<file path="config.mk">
export PLATFORM = sky130hd
export DESIGN_NAME = dmem_arbiter
export DESIGN_NICKNAME = d
export VERILOG_FILES = /design/src/rtl/dmem_arbiter.sv
export SDC_FILE = /design/constraint.sdc
export NUM_CORES = 1
export LEC_CHECK = 0
export ABC_AREA = 1
export CORE_AREA = 8 8 67 69
export DETAILED_ROUTE_END_ITERATION = 7
export DIE_AREA = 0 0 75 77
export GPL_TIMING_DRIVEN = 0
export HOLD_SLACK_MARGIN = 0.12
export PLACE_DENSITY = 0.78
export SYNTH_ARGS = -nofsm -noshare
export SYNTH_HDL_FRONTEND = slang
export SYNTH_SLANG_ARGS = --single-unit
</file>
<file path="constraint.sdc">
create_clock -name clk -period 1.7 [get_ports clk]
set_clock_uncertainty 0.2 [all_clocks]
set_input_delay 0.425 -clock clk [delete_from_list [all_inputs] [get_ports clk]]
set_output_delay 0.425 -clock clk [all_outputs]
set_load 0.05 [all_outputs]
</file>
<file path="src/rtl/dmem_arbiter.sv">
// dmem_arbiter
// Shares the single-port data memory of the 16-bit RISC core between the CPU
// load/store path (port A) and a debug/loader master (port B). At most one
// request is granted per cycle, combinationally, by round-robin. The winner
// drives the memory. Read data returns one cycle after the grant.
//
// Optional feature macro: DMEM_ARB_LOCK_EN
//   defined   : b_lock lets port B keep the memory for up to MAX_LOCK
//               consecutive grants while A waits (adds LOCK_B and lock_cnt).
//   undefined : b_lock is ignored; pure A/B round-robin.
//
// Ports
//   clk, reset                    : clock, synchronous active-high reset
//   a_req/a_we/a_addr/a_wdata     : CPU request
//   a_gnt/a_stall                 : CPU grant, stall (= a_req & ~a_gnt)
//   a_rvalid/a_rdata              : CPU read response (rdata 0 when invalid)
//   b_req/b_we/b_addr/b_wdata     : loader request
//   b_lock                        : loader ownership hold request
//   b_gnt/b_rvalid/b_rdata        : loader grant and read response
//   mem_en/mem_we/mem_addr/mem_wdata : memory strobe, zeroed when idle
//   mem_rdata                     : synchronous-read memory data
module dmem_arbiter #(
  parameter int ADDR_W   = 3,
  parameter int DATA_W   = 16,
  parameter int MAX_LOCK = 4
) (
  input  logic              clk,
  input  logic              reset,
  input  logic              a_req,
  input  logic              a_we,
  input  logic [ADDR_W-1:0] a_addr,
  input  logic [DATA_W-1:0] a_wdata,
  output logic              a_gnt,
  output logic              a_stall,
  output logic              a_rvalid,
  output logic [DATA_W-1:0] a_rdata,
  input  logic              b_req,
  input  logic              b_we,
  input  logic [ADDR_W-1:0] b_addr,
  input  logic [DATA_W-1:0] b_wdata,
  input  logic              b_lock,
  output logic              b_gnt,
  output logic              b_rvalid,
  output logic [DATA_W-1:0] b_rdata,
  output logic              mem_en,
  output logic              mem_we,
  output logic [ADDR_W-1:0] mem_addr,
  output logic [DATA_W-1:0] mem_wdata,
  input  logic [DATA_W-1:0] mem_rdata
);

`ifdef DMEM_ARB_LOCK_EN
  typedef enum logic [1:0] {LAST_A = 2'd0, LAST_B = 2'd1, LOCK_B = 2'd2} state_e;

  localparam logic [3:0] MAX_LOCK_C = 4'(MAX_LOCK);

  logic [3:0] lock_cnt_q, lock_cnt_d;

  // Saturating lock-length counter increment.
  function automatic logic [3:0] sat_inc(input logic [3:0] c);
    return (c < MAX_LOCK_C) ? c + 4'd1 : MAX_LOCK_C;
  endfunction
`else
  typedef enum logic {LAST_A = 1'b0, LAST_B = 1'b1} state_e;

  // b_lock and MAX_LOCK have no effect in this build.
  logic unused_lock;
  assign unused_lock = b_lock ^ (MAX_LOCK == 0);
`endif

  state_e state_q, state_d;
  logic   a_pend_q, b_pend_q;
  logic   a_win, b_win;

  // Winner selection: a lone requester always wins; on contention the port
  // that did not win last time goes first, unless B is inside a lock burst.
  always_comb begin
    a_win = 1'b0;
    b_win = 1'b0;
    if (a_req && b_req) begin
      case (state_q)
        LAST_A: b_win = 1'b1;
`ifdef DMEM_ARB_LOCK_EN
        LOCK_B: begin
          if (b_lock && (lock_cnt_q < MAX_LOCK_C)) b_win = 1'b1;
          else                                       a_win = 1'b1;
        end
`endif
        default: a_win = 1'b1;
      endcase
    end else begin
      a_win = a_req;
      b_win = b_req;
    end
  end

  assign a_gnt   = a_win & ~reset;
  assign b_gnt   = b_win & ~reset;
  assign a_stall = a_req & ~a_gnt & ~reset;

  always_comb begin
    state_d = state_q;
`ifdef DMEM_ARB_LOCK_EN
    lock_cnt_d = lock_cnt_q;
    if (a_gnt) begin
      state_d    = LAST_A;
      lock_cnt_d = 4'd0;
    end else if (b_gnt && b_lock) begin
      state_d    = LOCK_B;
      lock_cnt_d = (state_q == LOCK_B) ? sat_inc(lock_cnt_q) : 4'd1;
    end else if (b_gnt) begin
      state_d    = LAST_B;
      lock_cnt_d = 4'd0;
    end else if (state_q == LOCK_B) begin
      // No grant means B dropped its request; the lock ends.
      state_d = LAST_B;
    end
`else
    if (a_gnt)      state_d = LAST_A;
    else if (b_gnt) state_d = LAST_B;
`endif
  end

  always_ff @(posedge clk) begin
    if (reset) begin
      state_q  <= LAST_B;
      a_pend_q <= 1'b0;
      b_pend_q <= 1'b0;
`ifdef DMEM_ARB_LOCK_EN
      lock_cnt_q <= 4'd0;
`endif
    end else begin
      state_q  <= state_d;
      a_pend_q <= a_gnt & ~a_we;
      b_pend_q <= b_gnt & ~b_we;
`ifdef DMEM_ARB_LOCK_EN
      lock_cnt_q <= lock_cnt_d;
`endif
    end
  end

  // Memory drive: winner's request, all zero when idle.
  always_comb begin
    mem_we    = 1'b0;
    mem_addr  = '0;
    mem_wdata = '0;
    if (a_gnt) begin
      mem_we    = a_we;
      mem_addr  = a_addr;
      mem_wdata = a_wdata;
    end else if (b_gnt) begin
      mem_we    = b_we;
      mem_addr  = b_addr;
      mem_wdata = b_wdata;
    end
  end

  assign mem_en = a_gnt | b_gnt;

  // Responses are suppressed while reset is high so an in-flight read is
  // dropped rather than delivered during the reset cycle.
  assign a_rvalid = a_pend_q & ~reset;
  assign b_rvalid = b_pend_q & ~reset;
  assign a_rdata  = a_rvalid ? mem_rdata : '0;
  assign b_rdata  = b_rvalid ? mem_rdata : '0;

endmodule

</file>
# After elaboration in Yosys (flattened, before gate mapping)
# Cells that the tools add are included.
# Widths: inputs -> output; s select.
[totals]
ff_bits = 3
inputBits = 61
out_inout_bits = 58
word_cells = 32
[op_classes]
muxes = 14
bitwise = 13
reduce_logical = 2
[ops]
columns = ["operator", "count"]
rows = [
  ["$mux 16", 4],
  ["$and 1x1->1", 8],
  ["$mux 1", 8],
  ["$mux 3", 2],
  ["$not 1->1", 4],
  ["$reduce_bool 2->1", 1],
  ["$logic_and 1x1->1", 1],
  ["$or 1x1->1", 1],
]

# Depth between registers and ports, before layout
[logic_depth]
depth_word = 6
mapped_depth = 5
depth_no_buf = 4

# Worst setup path after synthesis
# Ideal clock, no wire load.
[synth_timing]
path_kind = "in2out"
startpoint = "input b_req"
endpoint = "output a_stall"
arrival_time_ns = 1.737
t_required_ns = 1.075
path_slack_ns = -0.662
stages = 3
n_path_buf = 1
cell_sequence = "nand2_1 > buf_2 > nor3_1"
[synth_via]
elab_chain_len = 6
[synth_lines]
columns = ["item", "line", "source"]
rows = [
  ["start, declared", "37", "input logic b_req,"],
  ["$logic_and 1x1->1", "80", "if (a_req && b_req) begin"],
  ["$mux 1", "80", ""],
  ["$and 1x1->1", "97", "assign a_gnt = a_win & ~reset;"],
  ["$not 1->1", "99", "assign a_stall = a_req & ~a_gnt & ~reset;"],
  ["$and 1x1->1 (2 in a row)", "99", ""],
  ["end, declared", "34", "output logic a_stall,"],
]
# Every way passes these cells.

# Worst setup path after layout
[layout_timing]
startpoint = "register state_q"
endpoint = "output mem_addr[2]"
[layout_via]
elab_chain_len = 5
elab_cells_between_ends = 8
classes_between = "6 x mux; 2 x bitwise"
[layout_lines]
columns = ["item", "line", "source"]
rows = [
  ["start, declared", "71", "state_e state_q, state_d;"],
  ["start signal, assigned", "133", "state_q <= state_d;"],
  ["$mux 1", "81", "case (state_q)"],
  ["$mux 1", "80", ""],
  ["$and 1x1->1", "98", "assign b_gnt = b_win & ~reset;"],
  ["$mux 3", "151", "end else if (b_gnt) begin"],
  ["$mux 3 (*)", "147", "if (a_gnt) begin"],
  ["end, declared", "47", "output logic [ADDR_W-1:0] mem_addr,"],
]
# Every way passes the cells marked *; elsewhere a longest branch is shown, timed or not.

==> flow_metrics.py <==
metrics = {
    "synth": {
        "synth_cell_types": 14,
        "syn_inst": 142,
        "synth_most_common_cell": "nor2_1",
        "synth_flop_cell": "dfxtp_1",
        "yosysSeqAreaShare_pct": 8.68,
        "ys_top_cells_by_count": "nor2_1, nand2_1, inv_1, nand3_1, nand4_1",
        "synth_edf_count": 0,
        "synth_nets": 203,
        "ys_ff_latch": 3,
        "async_reset_ff_share_pct": 0,
        "syn_avg_cell_area_um2": 4.87,
        "yosysTopAreaCell": "nor2_1",
        "synth_area_um2": 692,
        "synth_warnings": 0,
        "synth_top_area_share_pct": 18.4,
        "synth_area_leaders": "nor2_1, nand4_1, nand3_1, nand2_1, inv_1",
    },
    "die": {
        "die_h_um": 77,
        "rows": 22,
        "dieArea_um2": 5780,
        "start_util_pct": 19.8,
        "die_w_um": 75,
        "io_pins": 119,
        "core_um2": 3500,
    },
    "clock_tree": {
        "clk_pin_slew_ns": 0.06,
        "cts_tree": "done",
        "cts_buffer_depth": 2,
        "cts_root_buf": "clkbuf_4",
        "cts_sinks": 3,
        "clk_latency_ns": 0.26,
        "cts.hold.buffers_added": 0,
        "ctsHtreeMaxLevel": 1,
        "cts_buffers": 3,
    },
    "final_layout": {
        "area_growth_pct": 350,
        "utilization_pct": 89.0,
        "nNetsFinal": 342,
        "drive_gt1_share_pct": 68.2,
        "antennaDiodeCount": 0,
        "fin_cells": 328,
    },
    "setup_path": {
        "critPathRequiredTime_ns": 1.07,
        "worstSetupPathType": "reg -> out",
        "critPathMaxFanout": 10,
        "crit_path_end_kind": "output port",
        "critPathLaunchType": "register",
        "arrival_ns": 1.34,
        "r2r_slack_ns": 0.49,
        "r2r_start": "state_q",
        "r2r_cells": 5,
        "r2r_end": "a_pend_q",
    },
    "job": {
        "cap_violations": 0,
    },
    "route": {
        "wl_per_cell_um": 22.1,
        "vias": 1682,
        "viasPerCell": 5.13,
        "drt_first_pass_iters": 4,
        "antenna_left": 0,
        "wirelength_mm": 7.25,
        "drt_iter0_drc": 62,
        "drc": 0,
    },
    "grt": {
        "grt_pass1_vias": 1795,
        "grt.total_usage_pct": 20.8,
        "antenna_found_initial": 0,
        "grt_pass1_wl_mm": 9.42,
        "grt_max_degree": 11,
        "grt-ovfl-total": 0,
    },
    "sta": {
        "hold_violations": 0,
        "tightest_slew_ns": 0.253,
        "min_period_over_period_pct": 115,
        "setup_viol": 57,
        "max_freq_mhz": 509,
        "slew_viol_final": 0,
        "post-route-min-period_ns": 1.96,
        "fin_tns_setup_ns": -6.84,
        "slew_headroom_pct": 83.1,
        "final.setup.worst_slack_ns": -0.263,
        "rsz0062_at_grt": "yes",
    },
    "placed_design": {
        "dp_hpwl_mm": 3.88,
        "dp_slack_ns": -1.39,
        "routabilityCongestion": 0.831,
        "dp.cells": 307,
        "io_buffers": 117,
    },
    "worst_hold_path": {
        "hp-class": "in -> reg",
        "hold_depth": 2,
        "min_from": "a_req",
        "hold_path_end": "state_q",
    },
    "power": {
        "totalPowerFinal_uw": 1040,
        "power_per_cell_area_nw_per_um2": 333,
        "ir_drop_uv": 611,
        "power.leakage_uw": 0.00139,
    },
    "run_status": {
        "violations": "setup timing",
        "status": "finished with violations",
    },
}
-- worst max-delay path by stage --
stage	startpoint	to	slack (ns)
2_1_floorplan	reset	a_rdata[0]	-0.18
3_3_place_gp	b_req	mem_wdata[12]	-1.38
3_5_place_dp	b_req	mem_wdata[14]	-1.39
4_1_cts	state_q	mem_wdata[11]	-0.16
5_1_grt	state_q	mem_wdata[2]	-0.27
6_report	state_q	mem_addr[2]	-0.26
-- per-layer routing --
layer | vias up | part of all wire [%] | track usage, %
met5 | - | 0 | 0
met4 | 0 | 1.9 | 5.29
met3 | 14 | 12 | 8.84
met2 | 129 | 54 | 38.4
met1 | 792 | 33 | 20.0
li1 | 747 | - | -
-- flip-flops by register name, summed over array words and instances, names as in the netlist --
name	cells
b_pend_q	1
state_q	1
a_pend_q	1
-- layout by cell type (no fill, tap or decap) --
cell,n
dlygate4sd2_1,47
buf_8,46
nor2_4,33
buf_6,25
nand4_1,20
nand2_4,12
nand3_4,12
nand2_2,11
inv_2,11
inv_1,9
nand3_2,9
clkdlybuf4s50_1,9
buf_4,7
buf_12,6
nand2_8,3
dfxtp_2,3
clkbuf_4,3
buf_16,3
inv_4,2
nor2_1,2
buf_2,2
inv_12,1
nor3_4,1
o211ai_1,1
clkbuf_1,1
clkbuf_16,1
-- metrics by stage --
stage	hold WS [ns]	cell area, um^2
floorplan	0.270	938
global placement	0.291	2170
detailed placement	0.303	2170
CTS	0.198	2940
global route	0.222	3110
finish	0.228	3110
-- critical path: stages (launching register included) --
cell,delay [ns]
dfxtp_2,0.36
nand2_4,0.10
buf_6,0.15
nand4_1,0.15
nand2_2,0.15
buf_8,0.16
-- where the power goes --
part	leakage, uW	switching (uW)	internal, uW
Combinational	0.00135	461	347
Sequential	0.0000254	6.66	75.3
Clock	0.0000150	56.6	89.2
-- what timing repair did --
item | CTS | global route
endpoints found under the hold margin | 0 | 0
endpoints found under the setup margin | 58 | 58
pin swaps | 59 | 28
setup buffers | 7 | 2
gates cloned | 7 | 1
resized for setup | 629 | 27
-- area by class of cell --
class	instances	area, um^2
buffer	12	169
clock buffer	4	26.3
fill	162	385
inverter	23	104
multi-input combinational	104	1090
sequential	3	63.8
tap	48	60.1
timing repair buffer	134	1600
-- cells by family (layout without fill, tap and decap cells) --
kind of cell / Yosys count / after routing / share of synthesized area [%]
flip-flops: 3 / 3 / 8.68
AND/OR/NAND/NOR: 103 / 103 / 68.2
buffers and inverters: 35 / 173 / 22.1
AO/OA/AOI/OAI: 1 / 1 / 1.09
Note: power is estimated with default switching activity, not from simulation.
